[src/rtl/seg_pkg.sv]
// Shared constants and types for the eight-digit seven-segment scan driver.
package seg_pkg;

  localparam int unsigned NUM_DIGITS = 8;
  localparam int unsigned SEG_W      = 7;
  localparam int unsigned NIB_W      = 4;
  localparam int unsigned DATA_W     = NIB_W * NUM_DIGITS;

  typedef logic [SEG_W-1:0] seg_t;

  localparam seg_t                  SEG_OFF = 7'h7F;
  localparam logic [NUM_DIGITS-1:0] AN_OFF  = 8'hFF;

  // Active-low {a,b,c,d,e,f,g} patterns for hex digits 0..F.
  localparam seg_t SEG_ROM [16] = '{
    7'h01, 7'h4F, 7'h12, 7'h06, 7'h4C, 7'h24, 7'h20, 7'h0F,
    7'h00, 7'h04, 7'h08, 7'h60, 7'h31, 7'h42, 7'h30, 7'h38
  };

endpackage

[src/rtl/hex_seg_rom.sv]
// Combinational nibble to active-low segment pattern lookup.
module hex_seg_rom
  import seg_pkg::*;
(
  input  logic [NIB_W-1:0] nib,
  output seg_t             seg_c
);

  assign seg_c = SEG_ROM[nib];

endmodule

[src/rtl/seg_scan_mux.sv]
// Eight-digit multiplexed seven-segment scan driver with frame-aligned commit.
// Optional leading-zero blanking is enabled by defining SEG_LZ_BLANK_EN.
module seg_scan_mux
  import seg_pkg::*;
#(
  parameter int unsigned CLK_HZ  = 100_000_000,
  parameter int unsigned STEP_HZ = 8_000,
  parameter int unsigned GUARD   = 2
) (
  input  logic                  clk,
  input  logic                  rst_n,
  input  logic                  in_valid,
  input  logic [DATA_W-1:0]     in_data,
  output logic                  in_ready,
  output logic [SEG_W-1:0]      C,
  output logic [NUM_DIGITS-1:0] AN,
  output logic                  frame_done
);

  localparam int unsigned DIV   = CLK_HZ / STEP_HZ;
  localparam int unsigned CNT_W = (DIV > 1) ? $clog2(DIV) : 1;
  localparam int unsigned DIG_W = $clog2(NUM_DIGITS);

`ifdef SEG_LZ_BLANK_EN
  localparam logic [NUM_DIGITS-1:0] BLANK_RST = ~NUM_DIGITS'(1);

  // Digit i is blank when nibbles i..top are all zero; digit 0 always shows.
  function automatic logic [NUM_DIGITS-1:0] lz_mask(input logic [DATA_W-1:0] v);
    logic seen;
    lz_mask = '0;
    seen    = 1'b0;
    for (int i = NUM_DIGITS - 1; i > 0; i--) begin
      seen       = seen | (v[NIB_W*i +: NIB_W] != '0);
      lz_mask[i] = ~seen;
    end
  endfunction
`else
  localparam logic [NUM_DIGITS-1:0] BLANK_RST = '0;
`endif

  logic [CNT_W-1:0]      cnt_q, cnt_d;
  logic [DIG_W-1:0]      dig_q, dig_d;
  logic [DATA_W-1:0]     shadow_q, shadow_d;
  logic [DATA_W-1:0]     disp_q, disp_d;
  logic                  pend_q, pend_d;
  logic [NUM_DIGITS-1:0] blank_q, blank_d;
  logic [NUM_DIGITS-1:0] an_q, an_d;
  seg_t                  c_q, c_d;
  logic                  fd_q, fd_d;

  logic                  tick_c;
  logic                  last_c;
  logic [NIB_W-1:0]      nib_c;
  seg_t                  seg_c;

  assign tick_c = (cnt_q == CNT_W'(DIV - 1));
  assign last_c = tick_c && (dig_q == DIG_W'(NUM_DIGITS - 1));
  assign nib_c  = disp_q[NIB_W*dig_q +: NIB_W];

  hex_seg_rom u_rom (
    .nib   (nib_c),
    .seg_c (seg_c)
  );

  // Slot timing, handshake/commit and registered pin drive.
  always_comb begin
    cnt_d    = tick_c ? '0 : cnt_q + CNT_W'(1);
    dig_d    = tick_c ? dig_q + DIG_W'(1) : dig_q;
    shadow_d = shadow_q;
    disp_d   = disp_q;
    pend_d   = pend_q;
    fd_d     = last_c;
    an_d     = AN_OFF;
    c_d      = SEG_OFF;

    if (in_valid && !pend_q) begin
      shadow_d = in_data;
      pend_d   = 1'b1;
    end
    // Commit only at the frame boundary so a displayed frame never tears.
    if (last_c && pend_q) begin
      disp_d = shadow_q;
      pend_d = 1'b0;
    end

    if (cnt_q >= CNT_W'(GUARD)) begin
      an_d = ~(NUM_DIGITS'(1) << dig_q);
      c_d  = blank_q[dig_q] ? SEG_OFF : seg_c;
    end

`ifdef SEG_LZ_BLANK_EN
    blank_d = lz_mask(disp_d);
`else
    blank_d = '0;
`endif
  end

  always_ff @(posedge clk) begin
    if (!rst_n) begin
      cnt_q    <= '0;
      dig_q    <= '0;
      shadow_q <= '0;
      disp_q   <= '0;
      pend_q   <= 1'b0;
      blank_q  <= BLANK_RST;
      an_q     <= AN_OFF;
      c_q      <= SEG_OFF;
      fd_q     <= 1'b0;
    end else begin
      cnt_q    <= cnt_d;
      dig_q    <= dig_d;
      shadow_q <= shadow_d;
      disp_q   <= disp_d;
      pend_q   <= pend_d;
      blank_q  <= blank_d;
      an_q     <= an_d;
      c_q      <= c_d;
      fd_q     <= fd_d;
    end
  end

  assign in_ready   = ~pend_q;
  assign AN         = an_q;
  assign C          = c_q;
  assign frame_done = fd_q;

endmodule

[config.mk]
export PLATFORM = sky130hd
export DESIGN_NAME = seg_scan_mux
export DESIGN_NICKNAME = d
export VERILOG_FILES = /design/src/rtl/seg_pkg.sv /design/src/rtl/hex_seg_rom.sv /design/src/rtl/seg_scan_mux.sv
export SDC_FILE = /design/constraint.sdc
export NUM_CORES = 1
export LEC_CHECK = 0
export CAP_MARGIN = 20
export CORE_MARGIN = 1
export CORE_UTILIZATION = 30
export DETAILED_ROUTE_END_ITERATION = 10
export HOLD_SLACK_MARGIN = 0.02
export PLACE_DENSITY = 0.59
export SLEW_MARGIN = 0
export SYNTH_ARGS = -nofsm -noshare
export SYNTH_HDL_FRONTEND = slang
export SYNTH_HIERARCHICAL = 1
export SYNTH_SLANG_ARGS = --single-unit
[constraint.sdc]
create_clock -name clk -period 3.4 [get_ports clk]
set_input_delay 1.02 -clock clk [delete_from_list [all_inputs] [get_ports clk]]
set_output_delay 1.02 -clock clk [all_outputs]
set_load 0.02 [all_outputs]
# [Word-level counts from Yosys, hierarchy flattened]
# Memory sizes are Yosys's and may differ from the RTL's. A register that Yosys moved wholly into a read port is not among the register bits.
# Index checks and enable logic that the tools add are counted.
[classes] n_eq_ne=2 n_mux=3 bitwise_logic=5 shift=2 reduce_logical=8 magnitude_cmp=2 addsub=2
[ops] operator="indexed part select 32 x 6 -> 4 bit" n=1
[ops] operator="adder 14 x 1 -> 14 bit, second input constant" n=1
[ops] operator="equality test 14 bit, second input constant" n=1
[ops] operator="greater-or-equal comparator 14 x 2 -> 1 bit, second input constant" n=1
[ops] operator="inverter 8 bit" n=1
[ops] operator="<< shifter 1 x 3 -> 8 bit, first input constant" n=1
[ops] operator="2-to-1 mux 3 bit" n=2
[ops] operator="inverter 4 -> 5 bit" n=1
[ops] operator="< comparator 3 x 4 -> 1 bit, second input constant" n=1
[ops] operator="OR reduction 2 bit" n=2
[ops] operator="adder 3 x 1 -> 3 bit, second input constant" n=1
[ops] operator="equality test 3 bit, second input constant" n=1
[ops] operator="logical AND 1 bit" n=3
[ops] operator="inverter 1 bit" n=3
[ops] operator="OR reduction 3 bit" n=1
[ops] operator="AND reduction 2 bit" n=1
[ops] operator="logical NOT 1 bit" n=1
[ops] operator="2-to-1 mux 1 bit" n=1
[word_totals] inputBits=35 romBits=120 out_inout_bits=17 ff_bits=91 mem_count=2
[mem_list] memory="(name not given)" words=16 word_bits=7 read_ports=1 rd_ports_with_merged_regs=1 wr=0 line="hex_seg_rom.sv:9" rtl="assign seg_c = SEG_ROM[nib];"
[mem_list] memory="(name not given)" words=8 word_bits=1 read_ports=1 rd_ports_with_merged_regs=1 wr=0 line="seg_scan_mux.sv:88" rtl="c_d = blank_q[dig_q] ? SEG_OFF : seg_c;"

# [Logic depth before layout (Yosys ltp)]
[depth] depth_word=4 ltp_mapped=10

# [Modules after synthesis]
# The synthesis kept the hierarchy.
[by_module_without_submodules] module="seg_scan_mux" area_per_inst_um2=3798.6 cells_each=437 seq_area_each_um2=1961.9 instances=1
[by_module_without_submodules] module="hex_seg_rom" area_per_inst_um2=252.7 cells_each=36 seq_area_each_um2=0.0 instances=1

# [Least setup slack after synthesis]
# OpenSTA, ideal clock, no wires.
[synth_timing] kind="register to register" from="register dig_q[0]" to="register c_q[3] (netlist: C[3])" arrival_time_ns=2.330 path_stages_with_launch=10 path_buffers=1 period_less_slack_ns=2.448 slack_ns=0.952 required_ns=3.283 cell_sequence="dfxtp_1 clkbuf_1 mux4_2 nand2_1 nand2_1 ha_1 or2_2 a21oi_1 a31oi_1 nand2b_1"
[synth_between] elab_chain_cells=2
[synth_rtl] element="start: declaration" line="seg_scan_mux.sv:42" rtl="logic [DIG_W-1:0] dig_q, dig_d;"
[synth_rtl] element="start signal: assignment" line="seg_scan_mux.sv:111" rtl="dig_q <= dig_d;"
[synth_rtl] element="indexed part select 32 x 6 -> 4 bit" line="seg_scan_mux.sv:58" rtl="assign nib_c = disp_q[NIB_W*dig_q +: NIB_W];"
[synth_rtl] element="named net nib_c[0]" line="seg_scan_mux.sv:53" rtl="logic [NIB_W-1:0] nib_c;"
[synth_rtl] element="inverter 4 -> 5 bit (implied by the code)" line="hex_seg_rom.sv:9"
[synth_rtl] element="end: declaration" line="seg_scan_mux.sv:48" rtl="seg_t c_q, c_d;"
# The timed path passes the listed nets, and every way through them passes these cells.
# A chain may end at the register's enable or synchronous reset.

# [Worst setup path after layout]
# Same ends and word-level chain as after synthesis.

==> out/metrics.cfg <==
[worst_setup_path]
worstPathArrival_ns = 2.76
crit_path_max_fanout = 9
crit_start = dig_q[0]
critPathKind = register to register
worstReg2RegStart = dig_q[0]
critPathCaptureType = register
required_ns = 3.62
startpoint_type = register

[worst_hold_path]
hold_path_class = register to register
worstHoldStart = disp_q[6]

[global_route]
grt_pass1_vias = 3104
grt_overflow = 0
grt_usage_pct = 12.5
grt_pass1_wl_mm = 14.1
grt_max_degree = 34
grt_antenna_before_repair = 0

[timing]
fin_setup_tns_ns = 0
hold_violations = 0
post-route-period-util_pct = 74.7
tightest_slew_ns = 0.608
layout_min_cycle_time_ns = 2.54
finalSetupViolations = 0
slew_violations = 0
fmax_ghz = 0.394
relSlewSlack_pct = 59.4
clock_skew_ns = 0.00886
rsz0062_at_grt = false

[layout]
area_growth_syn_to_layout_pct = 22.8
final_layout_size_suffix_gt1_share_pct = 7.54
diodes = 0
fin_nets = 562

[synthesis]
synth_cell_type_count = 42
async_flop_share_pct = 0
syn_area_sq_um = 4050
synth_edf_count = 0
synth_ff_type = dfxtp_1
synth_top_area_share_pct = 48.4
synth_area_leader_cell = dfxtp_1
yosys_warnings = 6
ys_seq_area_share_pct = 48.4
yosysMostFrequentCell = nand2_1
syn_area_per_cell_sq_um = 8.57
syn_inst = 473
synth_nets = 523
synthTopCellsByArea = dfxtp_1 48%, nand2_1 15%, a21oi_1 8.0%, ha_1 4.6%, mux4_2 4.4%
ys_top_cells_by_count = 159 x nand2_1, 98 x dfxtp_1, 65 x a21oi_1, 19 x nor2_1, 16 x clkbuf_1
synth-seq-cells = 98

[clock_network]
path_clk_slew_ns = 0.07
cts_sinks = 98
cts_made_buffers = 9
insertion_delay_ns = 0.34
cts_tree = yes
cts_buffer_depth = 2
cts-root-buf = clkbuf_16
post_cts_buffers = 0
htree_levels = 3
cts_resized = 0
cts_hold_buf = 0

[floorplanning]
die_h_microns = 118
rows = 42
die_w_microns = 118
io_pins = 52
start_util_pct = 30.7
core_sq_um = 13200
die_area_sq_um = 14000

[route]
drt_wl_total_mm = 8.17
met1_length_mm = 3.92
drt-initial-drc-count = 145
drt-pass1-iter-count = 4
via_per_inst = 4.61
met3_length_microns = 294
wl_per_cell_microns = 11.8
drc = 0
route.met2.wl_mm = 3.83
antenna_left = 0
top_layer = met4
vias = 3194

[power]
finalPower_mw = 2.38
p_per_area_nw_per_um2 = 479
p_leak_nw = 1.75
irDropWorstVdd_mv = 0.206

[place]
dp_hpwl_mm = 5.81
gp_congestion = 0.792
io_buffers = 51

[job]
maxCapViolCount = 0

[status]
status = completed

[cells in the final DEF, fill, tap and decap left out, types with 2 or more instances in the layout]
| cell type | Yosys | layout |
|---|---|---|
| clkdlybuf4s50_1 | 0 | 51 |
| mux4_2 | 8 | 8 |
| inv_2 | 2 | 2 |
| nor4_4 | 2 | 2 |
| ha_1 | 15 | 15 |
| a21oi_1 | 65 | 65 |
| inv_6 | 0 | 3 |
| nor4_1 | 2 | 2 |
| buf_4 | 1 | 5 |
| clkbuf_16 | 0 | 9 |
| inv_1 | 7 | 7 |
| nand3_1 | 6 | 6 |
| nand2_1 | 159 | 159 |
| or3_1 | 2 | 2 |
| clkinv_2 | 0 | 2 |
| mux2i_1 | 2 | 2 |
| dfxtp_1 | 98 | 98 |
| and2_1 | 2 | 2 |
| o21ai_0 | 6 | 6 |
| nand2b_1 | 8 | 8 |
| nor2_1 | 19 | 19 |
| and3_1 | 3 | 3 |
| xor2_1 | 7 | 7 |
| or4_4 | 2 | 2 |
| xnor2_1 | 6 | 6 |
| nand4_1 | 8 | 8 |
[power breakdown]
part | switching (mW) | total, mW | internal, mW
combinational | 0.0830 | 0.165 | 0.0818
sequential | 0.0198 | 1.20 | 1.18
clock | 0.440 | 1.02 | 0.575
[stage by stage]
step / cell area, sq um / setup slack [ns] / utilization (%) / hold WS [ns] / cells
floorplan: 4050 / 0.952 / - / 0.429 / 473
global placement: 4670 / 0.786 / 35.4 / 0.439 / 677
detailed placement: 4670 / 0.717 / 35.4 / 0.445 / 677
CTS: 4970 / 0.799 / 37.7 / 0.455 / 693
global route: 4970 / 0.642 / 37.7 / 0.469 / 693
finish: 4970 / 0.859 / 37.7 / 0.453 / 693
[final cells by class]
| type | count | area, sq um |
|---|---|---|
| Multi-Input combinational cell | 337 | 1890 |
| Fill cell | 1364 | 8220 |
| Timing Repair Buffer | 57 | 568 |
| Sequential cell | 98 | 1960 |
| Inverter | 9 | 33.8 |
| Clock inverter | 7 | 73.8 |
| Clock buffer | 9 | 225 |
| Tap cell | 176 | 220 |
[per-layer routing]
| metal | vias up | GRT usage, % |
|---|---|---|
| met3 | 11 | 2.80 |
| met4 | 0 | 4.81 |
| li1 | 1635 | - |
| met2 | 63 | 21.1 |
| met1 | 1485 | 15.4 |
| met5 | - | 0 |
[flip-flops by register name, indices dropped and copies added, names as in the netlist]
register,cells
disp_q,32
cnt_q,14
AN,8
C,7
pend_q,1
frame_done,1
shadow_q,32
dig_q,3
[critical path, stage by stage, from the launching register on]
cell and delay [ns]:
dfxtp_1 0.67, mux4_2 0.60, nand2_1 0.09, nand2_1 0.15, ha_1 0.25, or2_2 0.31
a21oi_1 0.14, a31oi_1 0.06, nand2b_1 0.16
[kinds of logic after synthesis]
logic type | count (synthesis) | synth area share, %
and+or+nand+nor | 219 | 23.7
DFF | 98 | 48.4
AOI/OAI and AO/OA | 79 | 10.2
buffers and inverters | 38 | 4.97
adders and majority gates | 15 | 4.63
xor gates and xnor gates | 13 | 2.81
muxes | 11 | 5.22
[path summary, 6_finish.rpt]
check / end / slack [ns] / cells after the start
worst min register to register: disp_q[6] / 0.45 / 2
worst max register to register: C[3] / 0.86 / 8
worst max-delay path: C[3] / 0.86 / 8
worst min-delay path: disp_q[6] / 0.45 / 2
No activity file was read; power rests on OpenSTA's default activity.
